--- src/rtl/tt_um_example_pkg.sv ---
// tt_um_example_pkg: shared FSM state encoding and default timing constants for the E-STOP controller
package tt_um_example_pkg;
  localparam int unsigned DEBOUNCE_CYCLES_DEF = 4;
  localparam int unsigned WDG_TIMEOUT_CYCLES_DEF = 25_000_000;
  typedef enum logic [1:0] {
    ST_SHUTDOWN = 2'd0,
    ST_ARMED    = 2'd1,
    ST_RUN      = 2'd2
  } state_e;
endpackage

--- src/rtl/tt_um_example_esd_debounce.sv ---
// esd_debounce: 2-FF synchronizer plus stability filter for one button line
// clk/rst: clock and sync active-high reset; in_i: raw async input; level_o: debounced level (RST_VAL after reset)
module esd_debounce
  import tt_um_example_pkg::*;
#(
  parameter int unsigned DEBOUNCE_CYCLES = DEBOUNCE_CYCLES_DEF,
  parameter logic        RST_VAL         = 1'b1
) (
  input  logic clk,
  input  logic rst,
  input  logic in_i,
  output logic level_o
);
  localparam int unsigned CW = $clog2(DEBOUNCE_CYCLES + 1);
  logic s1_q, s2_q, lvl_q;
  logic [CW-1:0] cnt_q;
  // cnt_q counts consecutive synchronized samples that disagree with the accepted level
  always_ff @(posedge clk) begin
    if (rst) begin
      s1_q <= RST_VAL;
      s2_q <= RST_VAL;
      lvl_q <= RST_VAL;
      cnt_q <= '0;
    end else begin
      s1_q <= in_i;
      s2_q <= s1_q;
      if (s2_q == lvl_q) cnt_q <= '0;
      else if (cnt_q == CW'(DEBOUNCE_CYCLES - 1)) begin
        lvl_q <= s2_q;
        cnt_q <= '0;
      end else cnt_q <= cnt_q + CW'(1);
    end
  end
  assign level_o = lvl_q;
endmodule

--- src/rtl/tt_um_example.sv ---
// tt_um_example: dual E-STOP safety controller with acknowledge, watchdog and SHUTDOWN/ARMED/RUN FSM
// ui_in[0] estop_a_n, [1] estop_b_n, [2] ack_n, [3] wdg_kick; uo_out[0] shutdown, [1] led_status, [2] wdg_ok, [3] armed
// ena, uio_in and ui_in[7:4] are unused; uio_out and uio_oe are tied low
module tt_um_example
  import tt_um_example_pkg::*;
#(
  parameter int unsigned DEBOUNCE_CYCLES    = DEBOUNCE_CYCLES_DEF,
  parameter int unsigned WDG_TIMEOUT_CYCLES = WDG_TIMEOUT_CYCLES_DEF
) (
  input  logic       clk,
  input  logic       rst,
  input  logic       ena,
  input  logic [7:0] ui_in,
  output logic [7:0] uo_out,
  input  logic [7:0] uio_in,
  output logic [7:0] uio_out,
  output logic [7:0] uio_oe
);
  localparam int unsigned WC = $clog2(WDG_TIMEOUT_CYCLES + 1);
  logic est_a_lvl, est_b_lvl, ack_lvl, ack_prev_q;
  logic kick_s1_q, kick_s2_q, kick_prev_q;
  logic estop_active, ack_press, kick, wdg_ok_q, shutdown_q;
  logic [WC-1:0] wdg_cnt_q;
  state_e state_q, state_d;
  logic unused;
  esd_debounce #(.DEBOUNCE_CYCLES(DEBOUNCE_CYCLES), .RST_VAL(1'b1)) u_estop_a (
    .clk(clk), .rst(rst), .in_i(ui_in[0]), .level_o(est_a_lvl)
  );
  esd_debounce #(.DEBOUNCE_CYCLES(DEBOUNCE_CYCLES), .RST_VAL(1'b1)) u_estop_b (
    .clk(clk), .rst(rst), .in_i(ui_in[1]), .level_o(est_b_lvl)
  );
  esd_debounce #(.DEBOUNCE_CYCLES(DEBOUNCE_CYCLES), .RST_VAL(1'b1)) u_ack (
    .clk(clk), .rst(rst), .in_i(ui_in[2]), .level_o(ack_lvl)
  );
  assign estop_active = !est_a_lvl || !est_b_lvl;
  assign ack_press = ack_prev_q && !ack_lvl;
  assign kick = kick_s2_q && !kick_prev_q;
  // estop dominates everywhere; an ack seen during estop is dropped, not latched
  always_comb begin
    state_d = state_q;
    unique case (state_q)
      ST_SHUTDOWN: state_d = (ack_press && !estop_active) ? ST_ARMED : ST_SHUTDOWN;
      ST_ARMED:    state_d = estop_active ? ST_SHUTDOWN : wdg_ok_q ? ST_RUN : ST_ARMED;
      ST_RUN:      state_d = (estop_active || !wdg_ok_q) ? ST_SHUTDOWN : ST_RUN;
      default:     state_d = ST_SHUTDOWN;
    endcase
  end
  always_ff @(posedge clk) begin
    if (rst) begin
      kick_s1_q <= 1'b0;
      kick_s2_q <= 1'b0;
      kick_prev_q <= 1'b0;
      ack_prev_q <= 1'b1;
      wdg_cnt_q <= '0;
      wdg_ok_q <= 1'b0;
      state_q <= ST_SHUTDOWN;
      shutdown_q <= 1'b1;
    end else begin
      kick_s1_q <= ui_in[3];
      kick_s2_q <= kick_s1_q;
      kick_prev_q <= kick_s2_q;
      ack_prev_q <= ack_lvl;
      state_q <= state_d;
      shutdown_q <= state_d != ST_RUN;
      // a kick overrides a simultaneous expiry; after expiry the count freezes
      if (kick) begin
        wdg_cnt_q <= '0;
        wdg_ok_q <= 1'b1;
      end else if (wdg_ok_q) begin
        if (wdg_cnt_q == WC'(WDG_TIMEOUT_CYCLES - 1)) wdg_ok_q <= 1'b0;
        else wdg_cnt_q <= wdg_cnt_q + WC'(1);
      end
    end
  end
  assign uo_out = {4'b0000, state_q == ST_ARMED, wdg_ok_q, shutdown_q, shutdown_q};
  assign uio_out = 8'h00;
  assign uio_oe = 8'h00;
  assign unused = &{1'b0, ena, uio_in, ui_in[7:4]};
endmodule

--- config.mk ---
export PLATFORM = sky130hd
export DESIGN_NAME = tt_um_example
export DESIGN_NICKNAME = d
export VERILOG_FILES = /design/src/rtl/tt_um_example_pkg.sv /design/src/rtl/tt_um_example_esd_debounce.sv /design/src/rtl/tt_um_example.sv
export SDC_FILE = /design/constraint.sdc
export NUM_CORES = 1
export LEC_CHECK = 0
export CAP_MARGIN = 30
export CORE_ASPECT_RATIO = 2
export CORE_MARGIN = 1.5
export CORE_UTILIZATION = 47
export DETAILED_ROUTE_END_ITERATION = 8
export GPL_ROUTABILITY_DRIVEN = 0
export PLACE_DENSITY = 0.83
export SYNTH_ARGS = -nofsm -noshare
export SYNTH_HDL_FRONTEND = slang
export SYNTH_SLANG_ARGS = --single-unit
--- constraint.sdc ---
create_clock -name clk -period 1.82 [get_ports clk]
set_input_delay 0.273 -clock clk [delete_from_list [all_inputs] [get_ports clk]]
set_output_delay 0.273 -clock clk [all_outputs]
set_load 0.005 [all_outputs]
Word-level counts from Yosys, hierarchy flattened
Index checks and enable logic that the tools add are counted.
- register bits after elaboration: 51
- bits in latches: 0
- RAM bits: 0
- memory bits (read-only): 0
- input bits: 19
- output and inout port bits: 24
- logic and storage cells: 66
- memories kept: 0
- add/sub/neg operators: 4
- $mul: 0
- divide/modulo/power cells: 0
- order comparisons: 0
- equal/unequal tests: 10
- shift operators: 0
- muxes and demuxes: 8
- bitwise gates (word level): 4
- reductions and logical operators: 20
- operator list (operator ; number):
    25-bit by 1-bit adder with 25-bit output (second input constant) ; 1
    25-bit == test (second input constant) ; 1
    3-bit by 1-bit adder with 3-bit output (second input constant) ; 3
    3-bit by 2-bit == test with 1-bit output (second input constant) ; 3
    3-bit OR reduction ; 3
    2-bit AND reduction ; 4
    1-bit zero test ; 6
    2-bit two-way mux ; 3
    2-bit one-hot mux with 3 select lines ; 1
    1-bit two-way mux ; 4
    1-bit inverter ; 4
    1-bit == test ; 3
    1-bit logical AND ; 3
    2-bit by 1-bit == test with 1-bit output (second input constant) ; 1
    2-bit == test (second input constant) ; 1
    2-bit zero test ; 1
    1-bit logical OR ; 2
    2-bit inequality test (second input constant) ; 1
    2-bit OR reduction ; 1

Longest topological paths before layout
- depth in word-level cells: 7
- gate-level depth with buffers: 7

Cells and area by module
Synthesis repeated with hierarchy kept, for this count alone.
- cells, all modules: 239
- area, all modules: 2292.2 µm²
- by module, submodules not included (module ; times used ; cells an instance ; area each (µm²) ; seq. area each (µm²)):
    tt_um_example ; 1 ; 188 ; 1650.3 ; 660.6
    esd_debounce ; 3 ; 17 ; 214.0 ; 120.1

Least setup slack after synthesis
Ideal clock, no wire load.
- kind: register to register
- from: reg wdg_cnt_q[0]
- to: reg wdg_cnt_q[12]
- library setup time: 0.128 ns
- arrival: 1.787 ns
- required time: 1.692 ns
- slack: -0.095 ns
- stages on the path, launching flop included: 8
- buffers on the path: 1
- period minus slack after synthesis: 1.915 ns
- cells stage by stage: dfxtp_1 > ha_1 > nand2_1 > or4_1 > clkbuf_1 > or3_1 > xor2_1 > nor2_1
- word-level cells in the longest chain between the ends: 3
- elaborated cells on any way between the ends: 4
- ends and longest elaborated chain (item ; RTL line ; RTL):
    start, declared ; tt_um_example.sv:23 ; logic [WC-1:0] wdg_cnt_q;
    start signal, assigned ; tt_um_example.sv:71 ; else wdg_cnt_q <= wdg_cnt_q + WC'(1);
    parallel branches: the longest is 3 deep, another holds 25-bit by 1-bit adder with 25-bit output ; - ;
Parallel ways; which one is timed is not known.
A chain may end at the register's enable or synchronous reset.

Worst setup path after layout
- from: reg wdg_cnt_q[9]
- to: reg wdg_cnt_q[16]
The elaborated chain is that of the path after synthesis.

==> flow_summary.ini <==
[pwr]
pwr-share-comb = 0.045
netSwitchingFraction = 0.236
irDropWorstVdd_uv = 644
p_sw_uw = 446
power_density_mw_per_mm2 = 675
power_frac_seq = 0.601
static-leakage-power_nw = 1.10
power_frac_clock = 0.354
internal-power_mw = 1.44

[final_layout]
fin_area_sq_mm = 0.00280
antenna_cells = 0
finish.utilization = 0.576
drive_above_1_share = 0.231
fin_cells = 352
final_nets = 320
area_growth_pct = 19.0

[sta]
rsz0062_at_grt = true
hold_slack_ns = 0.427
setup_tns_ns = 0
skew_ns = 0.00452
finalSetupViolations = 0
fmax_mhz = 552
worst_pin_slew_ns = 0.575
period_needed_ns = 1.81
hold_violations = 0
final_max_slew_viol_count = 0
timing.final.crit_share = 0.995
slew-limit-headroom = 0.616

[global_routing]
grt_pass1_vias = 1816
overflow = 0
grt_util_all_layers = 0.189
grt_max_degree = 19
grt_pass1_wl_mm = 7.65
antenna_found_initial = 0

[synthesis]
synth_seq_cells = 51
syn_area_per_cell_sq_um = 9.16
netlist_area_sq_mm = 0.00235
ys_warn_count = 0
synth_cells = 257
ys_seq_area_frac = 0.434
synth.distinct_cells = 39

[drt]
vias = 1779
drt-total-wl_mm = 4.57
firstDrtPassIters = 4
ant_nets = 0
wl_per_cell_microns = 13.0
drc = 0
viasPerCell = 5.05
drt_iter0_markers = 31

[clock_network]
clkLatencyLatePin_ns = 0.31
path_clk_slew_ns = 0.10
htree_levels = 2
cts_made_buffers = 5
cts_buffer_depth = 2
cts_tree = done
clock_sinks = 51
hold_buffers = 0
root_buffer = clkbuf_8

[floorplan]
io_pins = 43
start_util = 0.484
rows = 36
die-area_sq_mm = 0.00547
core_area_sq_mm = 0.00486
fp.dieH_microns = 103
die_x_microns = 53.0

[place]
placed_cells = 342
placed_cell_area_sq_mm = 0.00263
dpl.hpwl_mm = 3.36
portBuffers = 9

[worst_setup_path]
crit_family = simple AND/OR/NAND/NOR gates
cp_cell_sequence = buf_6, or4_4, nor4_4, buf_6, a21oi_4, nand4_1, mux2i_1
required_ns = 2.06
critPathLaunchType = flip-flop
crit_path_max_incr_delay_ns = 0.49
path_common_cell = buf_6
critical_path_class = reg2reg
worst-path-buf-inv = 2
arrival_ns = 2.05
cp_max_fo = 7
crit_path_end_kind = flip-flop
slowest_stage = or4_4

[min_path]
hold_path_class = reg2reg

[job]
cap_violations = 0

[run_status]
status = completed
## state kept, by name, summed over array words and instances, names as in the netlist, 2 cells and up
| register | flops |
|---|---|
| wdg_cnt_q | 25 |
| u_ack.cnt_q | 3 |
| u_estop_a.cnt_q | 3 |
| u_estop_b.cnt_q | 3 |
| state_q | 2 |
## power by group through the flow
stage          registers (mW)  logic, mW  clock network [mW]
2_1_floorplan            1.16     0.0843                   0
3_3_place_gp             1.16     0.0794                   0
3_5_place_dp             1.16     0.0826                   0
4_1_cts                  1.14     0.0840               0.678
5_1_grt                  1.14     0.0956               0.735
6_report                 1.14     0.0847               0.669
## timing repair
action / 4_1_cts / 5_1_grt
endpoints found under the setup margin: 5 / 9
setup buffers: 1 / 1
pin swaps: 0 / 10
resized for setup: 4 / 9
## placed cells by master (no fill, tap or decap), types with 6 or more instances in the layout
cell and n:
inv_1 13, buf_4 30, nand3_1 9, clkdlybuf4s50_1 9
nor2b_1 8, nand4_1 8, ha_1 6, dfxtp_1 46
xnor2_1 17, or2_2 7, nand2_1 14, nor2_1 34
conb_1 20
## cell usage after synthesis (all sizes together)
cell type,instances,area share
buf,24,0.075
and3,2,0.0053
nand2b,4,0.011
clkbuf,6,0.0096
a211oi,2,0.0085
and2,2,0.0053
nor4b,1,0.0064
nand2,15,0.024
a21oi,6,0.016
nand3,10,0.027
a21o,1,0.0032
a211o,3,0.011
or4,3,0.013
and4,2,0.0074
nand4b,1,0.0037
xnor2,17,0.063
inv,13,0.021
a2111oi,2,0.010
xor2,5,0.019
o21ai,2,0.0043
or3,6,0.016
dfxtp,51,0.43
or2,7,0.019
nor4,6,0.029
nor2,34,0.054
nor2b,8,0.021
nand4,8,0.021
mux2i,3,0.013
a22oi,1,0.0032
conb,1,0.0016
nor3,4,0.0085
ha,7,0.037
## kinds of logic (layout without fill, tap and decap cells)
family,Yosys count,in the layout,share of synthesized area
DFF,51,51,0.434
adders and majority gates,7,7,0.0372
AOI/OAI and AO/OA,17,17,0.0564
muxes,3,3,0.0128
other,1,20,0.00159
and+or+nand+nor,113,113,0.271
xor gates and xnor gates,22,22,0.0819
buffers and inverters,43,62,0.106
## cell type report
type,instances,area (sq um)
fill,403,2060
multi-input combinational,182,1220
clock buffer,5,68.8
clock inverter,3,22.5
inverter,13,48.8
sequential,51,1030
tap,57,71.3
timing repair buffer,41,338
## layer usage
| metal | wire (microns) | share of wire | global-route usage |
|---|---|---|---|
| met5 | 0 | 0 | 0 |
| met4 | 139 | 0.030 | 0.107 |
| met3 | 134 | 0.029 | 0.0377 |
| met2 | 2690 | 0.59 | 0.366 |
| met1 | 1610 | 0.35 | 0.171 |
## through the flow
step	power (mW)	worst slack, ns
global route	1.97	-0.0529
floorplan	1.24	0.0263
global placement	1.24	-0.0189
finish	1.89	0.00944
CTS	1.90	-0.00860
detailed placement	1.25	-0.0606
## worst paths after layout
check / cells past startpoint / startpoint / endpoint / slack [ns]
hold / removal: 1 / u_ack.cnt_q[0] / u_ack.cnt_q[0] / 0.43
setup reg to reg: 7 / wdg_cnt_q[9] / wdg_cnt_q[16] / 0.009
setup / recovery: 7 / wdg_cnt_q[9] / wdg_cnt_q[16] / 0.009
hold reg to reg: 1 / u_ack.cnt_q[0] / u_ack.cnt_q[0] / 0.43
No activity file was read; power rests on OpenSTA's default activity.
